--- config.mk ---
export PLATFORM = sky130hd
export DESIGN_NAME = ram_stream_reader
export DESIGN_NICKNAME = d
export VERILOG_FILES = /design/src/rtl/ram_stream_reader_pkg.sv /design/src/rtl/ram_stream_reader_sync_fifo.sv /design/src/rtl/ram_stream_reader.sv
export SDC_FILE = /design/constraint.sdc
export NUM_CORES = 1
export LEC_CHECK = 0
export ABC_AREA = 1
export BUFFER_PORTS_ARGS = -buffer_cell sky130_fd_sc_hd__buf_4
export CAP_MARGIN = 20
export CORE_MARGIN = 5
export CORE_UTILIZATION = 50
export CTS_CLUSTER_DIAMETER = 30
export CTS_CLUSTER_SIZE = 24
export DETAILED_ROUTE_END_ITERATION = 7
export GPL_ROUTABILITY_DRIVEN = 0
export PLACE_DENSITY = 0.72
export RECOVER_POWER = 50
export SETUP_SLACK_MARGIN = 0.3
export SLEW_MARGIN = 20
export SYNTH_ARGS = -nofsm -noshare
export SYNTH_HDL_FRONTEND = slang
export SYNTH_SLANG_ARGS = --single-unit
--- constraint.sdc ---
create_clock -name clk -period 2.4 [get_ports clk]
set_input_delay 0.24 -clock clk [delete_from_list [all_inputs] [get_ports clk]]
set_output_delay 0.24 -clock clk [all_outputs]
set_load 0.005 [all_outputs]
--- src/rtl/ram_stream_reader_pkg.sv ---
// ram_stream_reader_pkg
//   Shared constants for the RAM burst reader: FSM state encodings and the
//   fixed depth of the output FIFO.
package ram_stream_reader_pkg;

  // Output FIFO depth. Must stay a power of two because sync_fifo pointers
  // wrap by overflow.
  localparam int FIFO_DEPTH = 4;

  // Reader FSM states
  typedef logic [1:0] state_t;
  localparam state_t ST_IDLE  = 2'd0;
  localparam state_t ST_ISSUE = 2'd1;
  localparam state_t ST_DRAIN = 2'd2;

endpackage

--- src/rtl/ram_stream_reader_sync_fifo.sv ---
// sync_fifo
//   Single-clock FIFO with a combinational head read (first-word fall-through).
//   Push and pop may happen together at any occupancy, including full, because
//   the pop frees the slot the push lands in.
// Ports:
//   clk, rst_n      clock, asynchronous active-low reset
//   flush           drop all contents (pointers and count back to 0)
//   push, wdata     write one entry
//   pop             consume the head entry
//   rdata           head entry (all zero after reset)
//   count, empty    occupancy 0..DEPTH
module sync_fifo #(
  parameter  int DEPTH = 4,
  parameter  int WIDTH = 33,
  localparam int AW    = $clog2(DEPTH),
  localparam int CW    = $clog2(DEPTH + 1)
) (
  input  logic             clk,
  input  logic             rst_n,
  input  logic             flush,
  input  logic             push,
  input  logic [WIDTH-1:0] wdata,
  input  logic             pop,
  output logic [WIDTH-1:0] rdata,
  output logic [CW-1:0]    count,
  output logic             empty
);

  logic [DEPTH-1:0][WIDTH-1:0] mem;
  logic [AW-1:0]               wr_ptr, rd_ptr;

  assign rdata = mem[rd_ptr];
  assign empty = (count == '0);

  always_ff @(posedge clk or negedge rst_n) begin
    if (!rst_n) begin
      mem    <= '0;
      wr_ptr <= '0;
      rd_ptr <= '0;
      count  <= '0;
    end else if (flush) begin
      wr_ptr <= '0;
      rd_ptr <= '0;
      count  <= '0;
    end else begin
      if (push) begin
        mem[wr_ptr] <= wdata;
        wr_ptr      <= wr_ptr + 1'b1;
      end
      if (pop) rd_ptr <= rd_ptr + 1'b1;
      count <= count + CW'(push) - CW'(pop);
    end
  end

endmodule

--- src/rtl/ram_stream_reader.sv ---
// ram_stream_reader
//   Burst reader for a synchronous RAM read port (registered read, 1-cycle
//   latency). A command (start address, length-1) is accepted in IDLE; the
//   reader then issues sequential addresses (wrapping mod 2**addr_bits) at up
//   to one per clock and streams the words out through a 4-deep FIFO that
//   absorbs consumer backpressure.
//   Optional feature macro: RAM_STREAM_READER_ABORT_EN adds an 'abort' input
//   that cancels the active burst and flushes all buffered/in-flight data.
// Ports:
//   clk, rst_n                    clock, asynchronous active-low reset
//   cmd_valid/cmd_ready           command handshake
//   cmd_addr, cmd_len             first address, word count minus one
//   ram_addr, ram_dout            RAM read port (address out, data in)
//   out_valid/out_ready           output stream handshake
//   out_data, out_last            stream word and end-of-burst marker
//   busy                          command accepted and not yet finished
//   done                          one-cycle pulse on the final pop (or abort)
//   abort (ABORT_EN only)         cancel the active burst
module ram_stream_reader
  import ram_stream_reader_pkg::*;
#(
  parameter int addr_bits = 10,
  parameter int data_bits = 32,
  parameter int len_bits  = 10
) (
  input  logic                 clk,
  input  logic                 rst_n,
  input  logic                 cmd_valid,
  output logic                 cmd_ready,
  input  logic [addr_bits-1:0] cmd_addr,
  input  logic [len_bits-1:0]  cmd_len,
  output logic [addr_bits-1:0] ram_addr,
  input  logic [data_bits-1:0] ram_dout,
  output logic                 out_valid,
  input  logic                 out_ready,
  output logic [data_bits-1:0] out_data,
  output logic                 out_last,
  output logic                 busy,
  output logic                 done
`ifdef RAM_STREAM_READER_ABORT_EN
  ,
  input  logic                 abort
`endif
);

  localparam int CW = $clog2(FIFO_DEPTH + 1);

  state_t               state;
  logic [addr_bits-1:0] next_addr;
  logic [len_bits-1:0]  rem_cnt;
  // In-flight shift register: bit 0 set the edge the address is registered,
  // bit 1 the edge the RAM registers the data; the FIFO push follows.
  logic [1:0]           infl_vld;
  logic [1:0]           infl_last;

  logic [CW-1:0]        fifo_cnt;
  logic                 fifo_empty;
  logic [data_bits:0]   fifo_head;
  logic                 pop, push;
  logic                 issue, issue_ok;
  logic                 last_pop;
  logic                 abort_hit;
  logic [3:0]           occ;

`ifdef RAM_STREAM_READER_ABORT_EN
  assign abort_hit = abort && (state != ST_IDLE);
`else
  assign abort_hit = 1'b0;
`endif

  assign cmd_ready = (state == ST_IDLE);
  assign busy      = (state != ST_IDLE);

  assign out_valid = !fifo_empty;
  assign out_data  = fifo_head[data_bits-1:0];
  assign out_last  = fifo_head[data_bits];
  assign pop       = out_valid && out_ready;
  assign push      = infl_vld[1];

  // Every issued word already owns a FIFO slot: buffered + in flight, minus
  // what leaves this cycle, must stay below the depth so nothing is dropped.
  assign occ      = 4'(fifo_cnt) + 4'(infl_vld[0]) + 4'(infl_vld[1]);
  assign issue_ok = (occ - 4'(pop)) < 4'(FIFO_DEPTH);
  assign issue    = (state == ST_ISSUE) && issue_ok && !abort_hit;

  assign last_pop = (state == ST_DRAIN) && pop && out_last;
  assign done     = last_pop || abort_hit;

  always_ff @(posedge clk or negedge rst_n) begin
    if (!rst_n) begin
      state     <= ST_IDLE;
      next_addr <= '0;
      rem_cnt   <= '0;
      ram_addr  <= '0;
      infl_vld  <= '0;
      infl_last <= '0;
    end else if (abort_hit) begin
      // Drop the in-flight words so their RAM data is ignored on arrival.
      state     <= ST_IDLE;
      infl_vld  <= '0;
      infl_last <= '0;
    end else begin
      infl_vld  <= {infl_vld[0], issue};
      infl_last <= {infl_last[0], issue && (rem_cnt == '0)};
      case (state)
        ST_IDLE: begin
          if (cmd_valid) begin
            next_addr <= cmd_addr;
            rem_cnt   <= cmd_len;
            state     <= ST_ISSUE;
          end
        end
        ST_ISSUE: begin
          if (issue) begin
            ram_addr  <= next_addr;
            next_addr <= next_addr + 1'b1;
            if (rem_cnt == '0) state <= ST_DRAIN;
            else               rem_cnt <= rem_cnt - 1'b1;
          end
        end
        ST_DRAIN: begin
          if (last_pop) state <= ST_IDLE;
        end
        default: state <= ST_IDLE;
      endcase
    end
  end

  sync_fifo #(
    .DEPTH (FIFO_DEPTH),
    .WIDTH (data_bits + 1)
  ) u_fifo (
    .clk   (clk),
    .rst_n (rst_n),
    .flush (abort_hit),
    .push  (push),
    .wdata ({infl_last[1], ram_dout}),
    .pop   (pop),
    .rdata (fifo_head),
    .count (fifo_cnt),
    .empty (fifo_empty)
  );

endmodule

==> results_dict.tcl <==
set metrics [dict create \
    rsz0062_at_grt "true" \
    clockBufferDepth 2 \
    worst_clock_skew_ns 0.00837 \
    cp.required_ns 2.77 \
    regArea_sq_um 4380 \
    worstSetupEndpointType "flip-flop" \
    syn-num-nets 1062 \
    hold_depth 5 \
    multiInputGateArea_sq_um 3340 \
    h-tree-depth 4 \
    cp_max_fo 7 \
    clk_pin_slew_ns 0.07 \
    syn_inst 993 \
    start_util 0.510 \
    grt_pass1_vias 6534 \
    hold_path_class "in2reg" \
    globalRoute.busiestLayer "met2" \
    drt_iter0_markers 626 \
    crit_arrival_ns 2.63 \
    routedWlPerCell_microns 14.9 \
    fmax_mhz 443 \
    yosysSeqAreaShare 0.538 \
    fillCellCount 1417 \
    power_leakage_nw 5.00 \
    nNetsFinal 1159 \
    coreArea_sq_um 15900 \
    vias_per_cell 5.24 \
    fin_crit_ns 2.26 \
    reg2reg_to "rem_cnt[3]$_DFFE_PN0P_" \
    min_to "rem_cnt[5]$_DFFE_PN0P_" \
    clock_sinks 175 \
    dp.cells 1277 \
    dp_hpwl_microns 12600 \
    yosys_warnings 0 \
    worst_ir_drop_vdd_mv 0.778 \
    slew_headroom -0.115 \
    place_area_sq_um 9160 \
    final-instance-count-excl-fill 1319 \
    ys.flop_type "dfrtp_1" \
    use_met1 0.296 \
    reg2reg_slack_ns 0.14 \
    design.portCount 103 \
    hold_start "cmd_len[5]" \
    synthesis.area_sq_um 8130 \
    met3_usage 0.0409 \
    die_h_microns 138 \
    violations "max-capacitance violations, max-slew violations" \
    r2r-start "u_fifo.count[0]$_DFF_PN0_" \
    cts_made_buffers 17 \
    die_w_microns 138 \
    grt_pass1_wl_microns 32100 \
    ys_ff_latch 175 \
    dieArea_sq_um 18900 \
    synth.distinct_cells 31 \
    worst_pin_slew_ns 1.67 \
    remaining_drc_errors 0 \
    reg2regPathDepth 18 \
    drt_wl_total_microns 19600 \
    grt_max_degree 68 \
    synth_top_area_frac 0.538 \
    crit_path_start_kind "flip-flop" \
    overflow 0 \
    insertion_delay_ns 0.43 \
    yosysMostFrequentCell "nand2_1" \
    antennaDiodeCount 0 \
    powerDensity_nw_per_um2 1470 \
    final_area_sq_um 9990 \
    synth_edf_count 0 \
    port_buffers 102 \
    synth_top_area_cell "dfrtp_1" \
    timing_max_transition_violations_final 67 \
    async_flop_share 1.00 \
    status "finished with violations" \
    rows 46 \
    hold_viol 0 \
    final-setup-viol-count 0 \
    vias 6916 \
    use_met2 0.345 \
    cts_tree "built" \
    clockRootBuffer "clkbuf_16" \
    grt_util_all_layers 0.214 \
    min_period_over_period 0.940 \
    drive_gt1_frac 0.180 \
    maxCapViolCount 1 \
    ys_top_cells_by_count "nand2_1 (282), o21ai_0 (215), dfrtp_1 (175), nor2_1 (91), inv_1 (69)" \
    ant_nets 0 \
    crit_type "reg2reg" \
    syn_avg_cell_area_sq_um 8.19 \
    syn2layout_area_growth_pct 22.8 \
    synthTopCellsByArea "dfrtp_1 (54%), o21ai_0 (13%), nand2_1 (13%), nor2_1 (4.2%), inv_1 (3.2%)" \
    drtPass1Iterations 5 \
    antenna_found_initial 0 \
]
[worst max-delay path by stage]
stage	startpoint	to	cells after the start
after global placement	u_fifo.count[0]$_DFF_PN0_	next_addr[2]$_DFFE_PN0P_	17
after CTS	u_fifo.count[1]$_DFF_PN0_	next_addr[8]$_DFFE_PN0P_	17
final	u_fifo.count[0]$_DFF_PN0_	rem_cnt[3]$_DFFE_PN0P_	18
after detailed placement	u_fifo.count[0]$_DFF_PN0_	next_addr[8]$_DFFE_PN0P_	17
after floorplan	u_fifo.count[1]$_DFF_PN0_	next_addr[0]$_DFFE_PN0P_	18
after global routing	u_fifo.count[0]$_DFF_PN0_	rem_cnt[7]$_DFFE_PN0P_	18
[layout make-up]
type,instances,share of cell area
repair buffers,132,0.109
well taps,216,0.0271
clock buffers,24,0.0492
multi-input cells,689,0.334
clock inverters,8,0.0128
inverters,75,0.0287
flip-flops and latches,175,0.439
[power breakdown]
group | total (W) | leakage, nW | switching [W] | internal (W)
Clock | 0.00288 | 0.297 | 0.00113 | 0.00175
Combinational | 0.00654 | 2.61 | 0.00371 | 0.00282
Sequential | 0.00530 | 2.10 | 0.000909 | 0.00439
Total | 0.0147 | 5.00 | 0.00575 | 0.00897
[layer usage]
metal / up-vias / wire [microns] / share of wire
met1: 3268 / 8920 / 0.45
met3: 23 / 1110 / 0.057
met5: - / 0 / 0
met4: 0 / 280 / 0.014
met2: 202 / 9320 / 0.47
li1: 3423 / - / -
[cells by family (layout without fill, tap and decap cells)]
logic type / Yosys count / count (layout) / synth area share
and+or+nand+nor: 408 / 409 / 0.202
AOI/OAI and AO/OA: 263 / 263 / 0.168
xor gates and xnor gates: 4 / 4 / 0.00431
DFF: 175 / 175 / 0.538
buffers and inverters: 130 / 239 / 0.0665
adders and majority gates: 13 / 13 / 0.0209
[placed cells by master, fill, tap and decap left out, types with 3 or more instances in the layout]
| master | instances |
|---|---|
| xor2_1 | 3 |
| buf_4 | 107 |
| inv_2 | 9 |
| nand2_2 | 8 |
| nor2_1 | 91 |
| dfrtp_1 | 174 |
| nand3_1 | 15 |
| o21ai_0 | 213 |
| clkbuf_16 | 18 |
| o22ai_1 | 32 |
| o21ai_1 | 5 |
| clkbuf_4 | 10 |
| nand2_1 | 273 |
| buf_12 | 6 |
| bufinv_16 | 3 |
| clkbuf_8 | 4 |
| nand3_4 | 4 |
| a21oi_1 | 7 |
| inv_1 | 65 |
| ha_1 | 10 |
| nor2_4 | 4 |
| nand4_1 | 5 |
| clkbuf_1 | 4 |
[critical path: stages, from the launching register on]
cell     delay [ns]
dfrtp_1        0.37
nor2_1         0.11
nand2_1        0.08
nand2_1        0.10
inv_2          0.06
ha_4           0.25
inv_2          0.03
ha_4           0.20
nand2_2        0.06
nand2_2        0.06
nand2_4        0.09
nand2_2        0.06
nand2_2        0.11
nand2_4        0.08
nand2_8        0.11
nand2_8        0.07
nor2_4         0.21
nand2_1        0.09
nand2_1        0.06
[metrics by stage]
step / util / power (W) / hold WS [ns] / setup TNS [ns] / worst slack, ns
after floorplan: - / 0.00905 / -0.0556 / 0 / 0.190
after global placement: 0.574 / 0.0112 / 0.291 / 0 / 0.0690
after detailed placement: 0.574 / 0.0114 / 0.275 / -0.00968 / -0.00968
after CTS: 0.622 / 0.0146 / 0.0990 / 0 / 0.171
after global routing: 0.626 / 0.0159 / 0.127 / -0.00324 / -0.00324
final: 0.626 / 0.0147 / 0.110 / 0 / 0.144
[what timing repair did]
action                     in CTS  in global routing
resized for setup              17                 16
hold endpoints to repair       63                  0
hold buffers                    1                  0
buffers inserted                5                  2
gates cloned                    1                  1
pin swaps                      12                 21
setup endpoints to repair      61                 43
[flip-flops by register name (all words and copies together) (netlist names), 3 cells and up]
name,cells
next_addr,10
rem_cnt,10
u_fifo.count,3
ram_addr,10
u_fifo.mem,132
(Power assumes the default switching activity.)
